$ cat src/rtl/muldiv_unit_pkg.sv
// muldiv_unit_pkg: shared constants and helpers for the RV32M multiply/divide unit.
//   - M-op alucode values (the only codes the unit acts on) plus ALU_ADD
//   - MULSTALL/DIVSTALL: start-to-done cycle counts of a normal operation
//   - mdu_state_t: unit FSM states
//   - decode helpers that classify an alucode
package muldiv_unit_pkg;

  localparam logic [4:0] ALU_ADD    = 5'd0;
  localparam logic [4:0] ALU_MUL    = 5'd20;
  localparam logic [4:0] ALU_MULH   = 5'd21;
  localparam logic [4:0] ALU_MULHSU = 5'd22;
  localparam logic [4:0] ALU_MULHU  = 5'd23;
  localparam logic [4:0] ALU_DIV    = 5'd24;
  localparam logic [4:0] ALU_DIVU   = 5'd25;
  localparam logic [4:0] ALU_REM    = 5'd26;
  localparam logic [4:0] ALU_REMU   = 5'd27;

  localparam int unsigned MULSTALL = 34;
  localparam int unsigned DIVSTALL = 34;

  typedef enum logic [1:0] {
    S_IDLE,
    S_ITER,
    S_FIX,
    S_DONE
  } mdu_state_t;

  function automatic logic op_is_div(input logic [4:0] op);
    return (op == ALU_DIV) || (op == ALU_DIVU) || (op == ALU_REM) || (op == ALU_REMU);
  endfunction

  function automatic logic op_is_mul(input logic [4:0] op);
    return (op == ALU_MUL) || (op == ALU_MULH) || (op == ALU_MULHSU) || (op == ALU_MULHU);
  endfunction

  function automatic logic op_is_m(input logic [4:0] op);
    return op_is_mul(op) || op_is_div(op);
  endfunction

  function automatic logic op_is_rem(input logic [4:0] op);
    return (op == ALU_REM) || (op == ALU_REMU);
  endfunction

  // rs1 is treated as signed
  function automatic logic op_a_signed(input logic [4:0] op);
    return (op == ALU_MUL) || (op == ALU_MULH) || (op == ALU_MULHSU) ||
           (op == ALU_DIV) || (op == ALU_REM);
  endfunction

  // rs2 is treated as signed
  function automatic logic op_b_signed(input logic [4:0] op);
    return (op == ALU_MUL) || (op == ALU_MULH) || (op == ALU_DIV) || (op == ALU_REM);
  endfunction

endpackage

$ cat src/rtl/muldiv_unit_if.sv
// muldiv_unit_if: execute-stage request/response bundle of the multiply/divide unit.
//   master (execute stage): drives start, alucode, op1, op2, flush; sees busy, done, result
//   slave  (muldiv_unit)  : the reverse
interface muldiv_unit_if #(
  parameter int XLEN = 32
);
  logic            start;
  logic [4:0]      alucode;
  logic [XLEN-1:0] op1;
  logic [XLEN-1:0] op2;
  logic            flush;
  logic            busy;
  logic            done;
  logic [XLEN-1:0] result;

  modport master (
    output start, alucode, op1, op2, flush,
    input  busy, done, result
  );

  modport slave (
    input  start, alucode, op1, op2, flush,
    output busy, done, result
  );
endinterface

$ cat src/rtl/muldiv_unit_div_restoring_step.sv
// div_restoring_step: one combinational restoring-division iteration.
//   rem_in       : partial remainder (always < divisor)
//   divisor      : divisor magnitude
//   dividend_bit : next dividend bit shifted into the remainder
//   rem_out      : updated partial remainder
//   q_bit        : quotient bit produced by this iteration
module div_restoring_step #(
  parameter int XLEN = 32
) (
  input  logic [XLEN-1:0] rem_in,
  input  logic [XLEN-1:0] divisor,
  input  logic            dividend_bit,
  output logic [XLEN-1:0] rem_out,
  output logic            q_bit
);
  logic [XLEN:0] trial;

  always_comb begin
    trial = {rem_in, dividend_bit};
    q_bit = (trial >= {1'b0, divisor});
    // When the subtraction succeeds the true difference is below the divisor,
    // so a modular XLEN-bit subtract is exact.
    rem_out = q_bit ? (trial[XLEN-1:0] - divisor) : trial[XLEN-1:0];
  end
endmodule

$ cat src/rtl/muldiv_unit.sv
// muldiv_unit: iterative RV32M multiply/divide unit.
//   clk   : clock, all state on rising edge
//   reset : synchronous, active-high
//   bus   : muldiv_unit_if slave (start/alucode/op1/op2/flush in; busy/done/result out)
// Operands are reduced to magnitudes on start; a single 64-bit register is
// shifted once per cycle for 32 cycles (shift-add multiply or restoring
// divide), then the sign is applied in FIX and the result is registered on
// entry to DONE. Divide-by-zero and signed overflow go straight to DONE.
module muldiv_unit
  import muldiv_unit_pkg::*;
#(
  parameter int XLEN = 32
) (
  input  logic          clk,
  input  logic          reset,
  muldiv_unit_if.slave  bus
);

  mdu_state_t state, state_nx;

  logic [5:0]        cnt;
  logic [2*XLEN-1:0] acc;      // mul: {partial hi, multiplier}; div: {remainder, dividend/quotient}
  logic [XLEN-1:0]   opb;      // multiplicand or divisor magnitude
  logic [4:0]        op_q;
  logic              neg_lo;   // product / quotient negation
  logic              neg_hi;   // remainder negation
  logic [XLEN-1:0]   result_q;

  // Start decode
  logic            accept;
  logic            sign_a, sign_b;
  logic [XLEN-1:0] mag_a, mag_b;
  logic            div_zero, div_ovf, special;
  logic [XLEN-1:0] special_res;

  // Iteration datapath
  logic [XLEN:0]     mul_sum;
  logic [XLEN-1:0]   step_rem;
  logic              step_q;
  logic [2*XLEN-1:0] acc_nx;

  // Sign fix-up
  logic [2*XLEN-1:0] prod_fix;
  logic [XLEN-1:0]   quot_fix, rem_fix, fix_res;

  always_comb begin
    accept = (state == S_IDLE) && bus.start && op_is_m(bus.alucode) && !bus.flush;
    sign_a = op_a_signed(bus.alucode) && bus.op1[XLEN-1];
    sign_b = op_b_signed(bus.alucode) && bus.op2[XLEN-1];
    // Magnitude of the most negative value wraps to 1<<(XLEN-1), which is
    // the correct unsigned magnitude, so XLEN bits suffice.
    mag_a = sign_a ? (~bus.op1 + 1'b1) : bus.op1;
    mag_b = sign_b ? (~bus.op2 + 1'b1) : bus.op2;

    div_zero = op_is_div(bus.alucode) && (bus.op2 == '0);
    div_ovf  = ((bus.alucode == ALU_DIV) || (bus.alucode == ALU_REM)) &&
               (bus.op1 == {1'b1, {(XLEN-1){1'b0}}}) && (bus.op2 == '1);
    special  = div_zero || div_ovf;

    if (div_zero) special_res = op_is_rem(bus.alucode) ? bus.op1 : '1;
    else          special_res = op_is_rem(bus.alucode) ? '0 : bus.op1;
  end

  div_restoring_step #(.XLEN(XLEN)) u_step (
    .rem_in       (acc[2*XLEN-1:XLEN]),
    .divisor      (opb),
    .dividend_bit (acc[XLEN-1]),
    .rem_out      (step_rem),
    .q_bit        (step_q)
  );

  always_comb begin
    mul_sum = {1'b0, acc[2*XLEN-1:XLEN]} + (acc[0] ? {1'b0, opb} : '0);
    if (op_is_div(op_q)) acc_nx = {step_rem, acc[XLEN-2:0], step_q};
    else                 acc_nx = {mul_sum, acc[XLEN-1:1]};
  end

  always_comb begin
    prod_fix = neg_lo ? (~acc + 1'b1) : acc;
    quot_fix = neg_lo ? (~acc[XLEN-1:0] + 1'b1) : acc[XLEN-1:0];
    rem_fix  = neg_hi ? (~acc[2*XLEN-1:XLEN] + 1'b1) : acc[2*XLEN-1:XLEN];
    case (op_q)
      ALU_MUL:                          fix_res = prod_fix[XLEN-1:0];
      ALU_MULH, ALU_MULHSU, ALU_MULHU:  fix_res = prod_fix[2*XLEN-1:XLEN];
      ALU_DIV, ALU_DIVU:                fix_res = quot_fix;
      default:                          fix_res = rem_fix;
    endcase
  end

  // FSM
  always_ff @(posedge clk) begin
    if (reset) state <= S_IDLE;
    else       state <= state_nx;
  end

  always_comb begin
    state_nx = state;
    case (state)
      S_IDLE: if (accept) state_nx = special ? S_DONE : S_ITER;
      S_ITER: if (cnt == 6'd31) state_nx = S_FIX;
      S_FIX:  state_nx = S_DONE;
      S_DONE: state_nx = S_IDLE;
      default: state_nx = S_IDLE;
    endcase
    if ((state != S_IDLE) && bus.flush) state_nx = S_IDLE;
  end

  // Datapath
  always_ff @(posedge clk) begin
    if (reset) begin
      cnt      <= '0;
      acc      <= '0;
      opb      <= '0;
      op_q     <= '0;
      neg_lo   <= 1'b0;
      neg_hi   <= 1'b0;
      result_q <= '0;
    end else begin
      case (state)
        S_IDLE: if (accept) begin
          cnt    <= '0;
          op_q   <= bus.alucode;
          neg_lo <= sign_a ^ sign_b;
          neg_hi <= sign_a;
          if (op_is_div(bus.alucode)) begin
            acc <= {{XLEN{1'b0}}, mag_a};
            opb <= mag_b;
          end else begin
            acc <= {{XLEN{1'b0}}, mag_b};
            opb <= mag_a;
          end
          if (special) result_q <= special_res;
        end
        S_ITER: begin
          acc <= acc_nx;
          cnt <= cnt + 6'd1;
        end
        S_FIX: if (!bus.flush) result_q <= fix_res;
        default: ;
      endcase
    end
  end

  assign bus.busy   = (state != S_IDLE);
  assign bus.done   = (state == S_DONE);
  assign bus.result = result_q;

endmodule

$ cat src/flat_wrapper.sv
// flat-port wrapper written by rule: the top's interface ports become plain ports
module muldiv_unit_flat import muldiv_unit_pkg::*;
#(
  parameter int XLEN = 32
)
  (clk, reset, bus_start, bus_alucode, bus_op1, bus_op2, bus_flush, bus_busy, bus_done, bus_result);
  muldiv_unit_if #(.XLEN(XLEN)) bus_i ();
  input  logic clk;
  input  logic reset;
  input wire logic [$bits(bus_i.start)-1:0] bus_start;
  input wire logic [$bits(bus_i.alucode)-1:0] bus_alucode;
  input wire logic [$bits(bus_i.op1)-1:0] bus_op1;
  input wire logic [$bits(bus_i.op2)-1:0] bus_op2;
  input wire logic [$bits(bus_i.flush)-1:0] bus_flush;
  output wire logic [$bits(bus_i.busy)-1:0] bus_busy;
  output wire logic [$bits(bus_i.done)-1:0] bus_done;
  output wire logic [$bits(bus_i.result)-1:0] bus_result;
  assign bus_i.start = bus_start;
  assign bus_i.alucode = bus_alucode;
  assign bus_i.op1 = bus_op1;
  assign bus_i.op2 = bus_op2;
  assign bus_i.flush = bus_flush;
  assign bus_busy = bus_i.busy;
  assign bus_done = bus_i.done;
  assign bus_result = bus_i.result;
  muldiv_unit #(.XLEN(XLEN)) u_core (.clk(clk), .reset(reset), .bus(bus_i));
endmodule
$ cat config.mk
export PLATFORM = sky130hd
export DESIGN_NAME = muldiv_unit_flat
export DESIGN_NICKNAME = d
export VERILOG_FILES = /design/src/rtl/muldiv_unit_pkg.sv /design/src/rtl/muldiv_unit_if.sv /design/src/rtl/muldiv_unit_div_restoring_step.sv /design/src/rtl/muldiv_unit.sv /design/src/flat_wrapper.sv
export SDC_FILE = /design/constraint.sdc
export NUM_CORES = 1
export LEC_CHECK = 0
export CAP_MARGIN = 10
export CORE_MARGIN = 3
export CORE_UTILIZATION = 53
export CTS_CLUSTER_DIAMETER = 40
export DETAILED_ROUTE_END_ITERATION = 6
export DONT_BUFFER_PORTS = 1
export GPL_TIMING_DRIVEN = 0
export PLACE_DENSITY = 0.68
export SETUP_SLACK_MARGIN = 0.15
export SLEW_MARGIN = 0
export SYNTH_ARGS = -nofsm -noshare
export SYNTH_HDL_FRONTEND = slang
export SYNTH_SLANG_ARGS = --single-unit
$ cat constraint.sdc
create_clock -name clk -period 3.6 [get_ports clk]
set_clock_uncertainty 0.1 [all_clocks]
set_input_delay 0.72 -clock clk [delete_from_list [all_inputs] [get_ports clk]]
set_output_delay 0.72 -clock clk [all_outputs]
set_load 0.1 [all_outputs]
==> Yosys cells after proc, flatten, opt, wreduce, memory -nomap -nowiden <==
Cells that the tools add are included.
{ "totals": {"ff_bits": 143, "input_bits": 73, "out_inout_bits": 34, "wordCells": 114} }
{ "classes": {"addsub": 8, "order_cmp": 1, "eq_ne": 26, "mux": 26, "n_bitwise": 6, "reduce_logical": 39} }
{ "ops": {"columns": ["operator", "count"], "rows": [
  ["$mux 32", 14],
  ["$mux 64", 3],
  ["$add 32x1->32 const B", 4],
  ["$not 32->32", 4],
  ["$pmux 64 s2", 1],
  ["$pmux 32 s3", 1],
  ["$eq 5x5->1 const B", 16],
  ["$add 64x1->64 const B", 1],
  ["$eq 32x32->1 const B", 2],
  ["$not 64->64", 1],
  ["$pmux 32 s2", 1],
  ["$add 32x33->33", 1],
  ["$ge 33x32->1", 1],
  ["$logic_not 32->1", 1],
  ["$sub 32x32->32", 1],
  ["$logic_or 1x1->1", 17],
  ["$pmux 6 s2", 1],
  ["$logic_and 1x1->1", 9],
  ["$pmux 2 s4", 1],
  ["$add 6x1->6 const B", 1],
  ["$eq 6x5->1 const B", 1],
  ["$mux 2", 3],
  ["$mux 6", 1],
  ["$ne 2x1->1 const B", 3],
  ["other kinds (11)", 17]
]} }

==> Longest topological paths before layout <==
{ "logic_depth": {"ltp_word": 10, "ltp_mapped": 13, "depth_no_buf": 12} }

==> Hierarchy <==
From an unflattened synthesis, not the netlist that was laid out.
{ "unflattened": {"cells_unflattened": 2185, "hier_area_um2": 15578.7} }
{ "by_module_without_submodules": {"columns": ["module", "n_inst", "cells_per_inst", "area_each_um2", "seq_area_each_um2"], "rows": [
  ["muldiv_unit", 1, 1862, 13247.7, 2862.7],
  ["div_restoring_step", 1, 323, 2331.0, 0.0]
]} }

==> Worst setup path before layout <==
OpenSTA, ideal clock, no wires.
{ "synth_timing": {"path_kind": "input to register", "start": "input port bus_op2[4]", "end": "register u_core.result_q[10], in the netlist u_core.bus.result[10]", "setup_time_ns": 0.091, "t_arrival_ns": 3.229, "required_time_ns": 3.409, "path_slack_ns": 0.180, "stages": 10, "n_path_buf": 2, "cell_sequence": "or4_1 clkbuf_1 nor4bb_1 nand3_1 o21ai_1 nand2_1 a21oi_1 buf_2 nor2_1 a311oi_1"} }
{ "synth_between": {"elab_chain_len": 6, "word_cells_on_any_way": 11, "cone_classes": "eq/ne (2); mux (4); reduce/logical (5)"} }
{ "synth_rtl": {"columns": ["element", "line_no", "rtl"], "rows": [
  ["start, declared", "flat_wrapper.sv:13", "input wire logic [$bits(bus_i.op2)-1:0] bus_op2;"],
  ["$logic_not 32->1", "muldiv_unit.sv:55", "div_zero = op_is_div(bus.alucode) && (bus.op2 == '0);"],
  ["$logic_and 1x1->1", "muldiv_unit.sv:55", null],
  ["$mux 32", "muldiv_unit.sv:60", "if (div_zero) special_res = op_is_rem(bus.alucode) ? bus.op1 : '1;"],
  ["$mux 32", "muldiv_unit.sv:132", "if (special) result_q <= special_res;"],
  ["$mux 32", "muldiv_unit.sv:120", "S_IDLE: if (accept) begin"],
  ["$pmux 32 s2", "muldiv_unit.sv:119", "case (state)"],
  ["end signal, assigned", "muldiv_unit.sv:132", null],
  ["end signal, assigned", "muldiv_unit.sv:138", "S_FIX: if (!bus.flush) result_q <= fix_res;"],
  ["end, declared", "muldiv_unit.sv:27", "logic [XLEN-1:0] result_q;"]
]} }
Several ways; a longest one is shown, not always the timed one. The select of a mux whose other input is x is not followed.
A chain may end at the register's enable or synchronous reset.

==> Worst setup path in the final report <==
{ "layout_timing": {"start": "register u_core.state[0]", "end": "register u_core.result_q[24], in the netlist u_core.bus.result[24]"} }
{ "layout_between": {"elab_chain_len": 6, "word_cells_on_any_way": 11, "cone_classes": "eq/ne (4); mux (1); reduce/logical (6)"} }
{ "layout_rtl": {"columns": ["element", "line_no", "rtl"], "rows": [
  ["start, declared", "muldiv_unit.sv:19", "mdu_state_t state, state_nx;"],
  ["start signal, assigned", "muldiv_unit.sv:93", "else state <= state_nx;"],
  ["$logic_not 2->1", "muldiv_unit.sv:47, muldiv_unit.sv:119", null],
  ["$logic_and 1x1->1 (3 in series)", "muldiv_unit.sv:47", "accept = (state == S_IDLE) && bus.start && op_is_m(bus.alucode) && !bus.flush;"],
  ["$ne 2x1->1 (no line)", null, null],
  ["$reduce_and 4->1 (no line)", null, null]
]} }
Several ways; a longest one is shown, not always the timed one.

==> impl_table.tex <==
\begin{tabular}{lr}
\hline
Metric & Value \\
\hline
\multicolumn{2}{l}{\textbf{Status}} \\
Result of the run & completed \\
\multicolumn{2}{l}{\textbf{Pwr}} \\
Static Leak & 6.50 nW \\
Cell Pwr Density & 492 nW/um2 \\
Worst ir drop on vdd & 0.000365 V \\
\multicolumn{2}{l}{\textbf{Run}} \\
Number of violations of the max-capacitance limit & 0 \\
\multicolumn{2}{l}{\textbf{Setup path}} \\
Largest driver fanout on the critical path & 10 \\
Endpoint kind of the worst setup timing path & flip-flop \\
Signal arrival time at the worst endpoint & 3770 ps \\
Startpoint types & flip-flop \\
Worst R2R Start & u\_core.state[0] \\
Data required time of the critical path & 3830 ps \\
Worst Path Class, Setup & reg2reg \\
Worst setup path startpoint & u\_core.state[0] \\
\multicolumn{2}{l}{\textbf{Yosys}} \\
Number of synthesized flops with an enable pin & 0 \\
Synth Area in Compound Gates & 32.5\% \\
Yosys warning total & 0 \\
Seq/Total Area, Yosys & 18.7\% \\
Area share of the largest cell type after synthesis & 18.7\% \\
Ys async rst share & 0\% \\
Top cells by area in the synthesized netlist & dfxtp\_1 19\%, nand2\_1 6.1\%, nor2\_1 6.1\% \\
Number of nets produced by synthesis & 2370 \\
Post-synthesis adder-cell area fraction & 6.30\% \\
Combinational family with the most area after synthesis & compound AO/OA/AOI/OAI gates \\
Netlist area before placement & 15300 um2 \\
Fraction of the mapped netlist area in simple logic gates & 24.7\% \\
Fraction of synthesized area in multiplexers & 1.85\% \\
Synth cell types & 82 \\
XOR/XNOR Fraction of Synth Area & 9.77\% \\
Average footprint of a synthesized cell & 6.90 um2 \\
Post-synthesis sequential element count & 143 \\
Prevailing post-synth register cell & dfxtp\_1 \\
Largest area contributor in the synthesized netlist & dfxtp\_1 \\
Synthesized netlist cell count & 2221 \\
\multicolumn{2}{l}{\textbf{Drt}} \\
Post-detailed-route DRC marker count & 0 \\
Via Count & 19000 \\
Met3 WL & 11100 um \\
Antenna Nets Post-Route & 0 \\
First-iteration detailed-routing DRC count & 3038 \\
Avg Vias per Cell & 7.15 \\
Met2 wire length & 30900 um \\
Metal1 wirelength & 27800 um \\
Pre-antenna DRT Iters & 6 \\
Top Layer Used & met5 \\
Wire length per cell after detailed routing & 28.4 um \\
Total detailed-routing wirelength & 75300 um \\
\multicolumn{2}{l}{\textbf{Placed design}} \\
DP Area & 15800 um2 \\
Detailed Place HPWL & 58900 um \\
Number of port buffers & 0 \\
RePlAce Congestion & 1.16 \\
Placed cell count & 2600 \\
\multicolumn{2}{l}{\textbf{STA}} \\
Worst slew slack as a fraction of its limit & 23.0\% \\
Number of max-slew violations in the final report & 0 \\
Finish-stage setup viols & 0 \\
Clock period minus final worst setup slack & 3540 ps \\
Total count of hold-check failures in the final report & 0 \\
Fmax achieved & 0.282 GHz \\
Unrepaired setup endpoints after global routing & yes \\
Tcrit/Tclk final & 98.3\% \\
Worst-margin pin slew & 1140 ps \\
\multicolumn{2}{l}{\textbf{Die}} \\
Die X & 176 um \\
Height of the die & 176 um \\
Area of the die & 31000 um2 \\
Ports & 107 \\
Placement Rows & 61 \\
CORE AREA & 28200 um2 \\
Initial Utilization & 54.4\% \\
\multicolumn{2}{l}{\textbf{GRT}} \\
Residual overflow from global routing & 0 \\
Global-route total usage across every layer & 46.3\% \\
Via count of the first global-routing pass & 17000 \\
Antenna violations before repair & 1 \\
Maximum number of pins on one net before global-route repair & 17 \\
Wire length of the first global-routing pass & 109000 um \\
\multicolumn{2}{l}{\textbf{Worst hold path}} \\
Worst hold path type & in2reg \\
Min-Delay Startpoint & bus\_alucode[1] \\
\multicolumn{2}{l}{\textbf{CTS}} \\
Clk root buf & clkbuf\_16 \\
Deepest level of the CTS H-tree & 4 \\
Clock buffer depth & 2 \\
Clock transition at the register clock pins on the worst setup and hold paths after CTS & 80 ps \\
TritonCTS clock tree & done \\
Hold Buf Count CTS & 0 \\
Clock latency on the worst-skew pair & 440 ps \\
Total CTS buffers & 17 \\
Count of clock tree sinks & 143 \\
\multicolumn{2}{l}{\textbf{Finish}} \\
Final non-filler cell area & 17100 um2 \\
Layout fillers & 2661 \\
Final Instance Count excl. Fillers & 2651 \\
Share of final-layout standard cells stronger than drive strength 1 & 8.67\% \\
Synth-to-layout area growth & 11.4\% \\
Total number of nets in the final design & 2408 \\
\hline
\end{tabular}
[timing repair]
action	in CTS	in global routing
gates resized for setup	73	94
pin swaps	6	14
buffers inserted	9	10
endpoints found under the setup margin	64	87
[state kept, by name, summed over array words and instances, names as in the netlist]
name               count
u_core.acc            64
u_core.bus.result     32
u_core.cnt             6
u_core.neg_hi          1
u_core.neg_lo          1
u_core.op_q            5
u_core.opb            32
u_core.state           2
[stage by stage]
step	util (%)	TNS [ps]	total power, W	setup slack (ps)	hold WS [ps]
final	60.6	0	0.00839	60.1	322
after global routing	60.6	0	0.00853	106	343
after CTS	59.3	0	0.00793	147	318
after detailed placement	56.1	-33650	0.00590	-800	351
after global placement	56.1	-32970	0.00586	-1150	341
after floorplan	-	0	0.00477	180	332
[cell families (layout without fill, tap and decap cells)]
group	Yosys count	in the layout
xor gates and xnor gates	171	171
AOI/OAI and AO/OA	748	748
DFF	143	143
muxes	28	28
and+or+nand+nor	811	811
adders and majority gates	76	76
buffers and inverters	244	295
other	0	1
[cells in the mapped netlist (all sizes together) (12+ instances only)]
library cell and number:
mux2i 25, o31ai 39, a31oi 25, ha 74, xnor2 69, o22ai 20
clkbuf 159, nand3 40, a22oi 19, nand2b 16, o41ai 14, or2 14
a21o 43, a211oi 78, o221ai 12, xor2 102, o211ai 31, buf 18
o21a 27, nor2 250, nand4 42, or3 20, a21oi 167, inv 67
dfxtp 143, nor4 29, nand2 251, nor3 72, o21ai 159, or4 23
[worst max-delay path, cell delays in order (launching register included)]
cell,delay (ps)
dfxtp_1,400
inv_1,100
ha_1,330
inv_1,290
clkbuf_1,730
clkbuf_1,690
nand2_1,390
a32o_2,390
[report_power, final]
part | leakage (nW) | internal, W | switching (W)
combinational | 5.05 | 0.00123 | 0.00263
clock | 0.287 | 0.000994 | 0.000911
sequential | 1.16 | 0.00176 | 0.000866
[path summary, 6_finish.rpt]
check | to | cells after the start | slack (ps)
setup / recovery | u_core.bus.result[24] | 7 | 60
hold / removal | u_core.op_q[1] | 2 | 320
setup reg to reg | u_core.bus.result[24] | 7 | 60
hold reg to reg | u_core.opb[29] | 2 | 360
[metal layers]
layer,vias up,track usage (%)
met5,-,0
met4,2,26.1
met3,303,14.9
met2,1551,68.7
met1,8848,59.3
li1,8257,-
[cell usage in the layout, fill, tap and decap left out, types with 10 or more instances in the layout]
cell and instances:
xor2_1 99, buf_4 21, or2_2 12, o211ai_1 31, clkbuf_16 17, ha_1 73
inv_1 65, a311oi_1 10, mux2i_1 25, a31oi_1 25, or3_1 18, o31ai_1 36
nor2b_1 10, nand3_1 39, clkbuf_1 132, o22ai_1 19, o221ai_1 11, a22oi_1 18
a21oi_1 163, or4_1 18, a221oi_1 10, clkbuf_2 22, nand2b_1 16, o21ai_1 12
a21o_1 42, nor4_1 19, nor3_1 68, nand4_1 42, a211oi_1 72, dfxtp_1 133
xnor2_1 69, nor2_1 247, o21a_1 26, o41ai_1 11, o21ai_0 144, nand2_1 249
[area by class of cell]
class	instances	area [um2]	share of cell area [%]
antenna	1	2.50	0.0147
buffer	176	762	4.46
clock buffer	17	425	2.49
clock inverter	15	170	0.997
inverter	67	255	1.50
multi-input combinational	1834	12000	70.0
sequential	143	2880	16.9
tap	378	473	2.77
timing repair buffer	20	148	0.865
(Power assumes the default switching activity.)
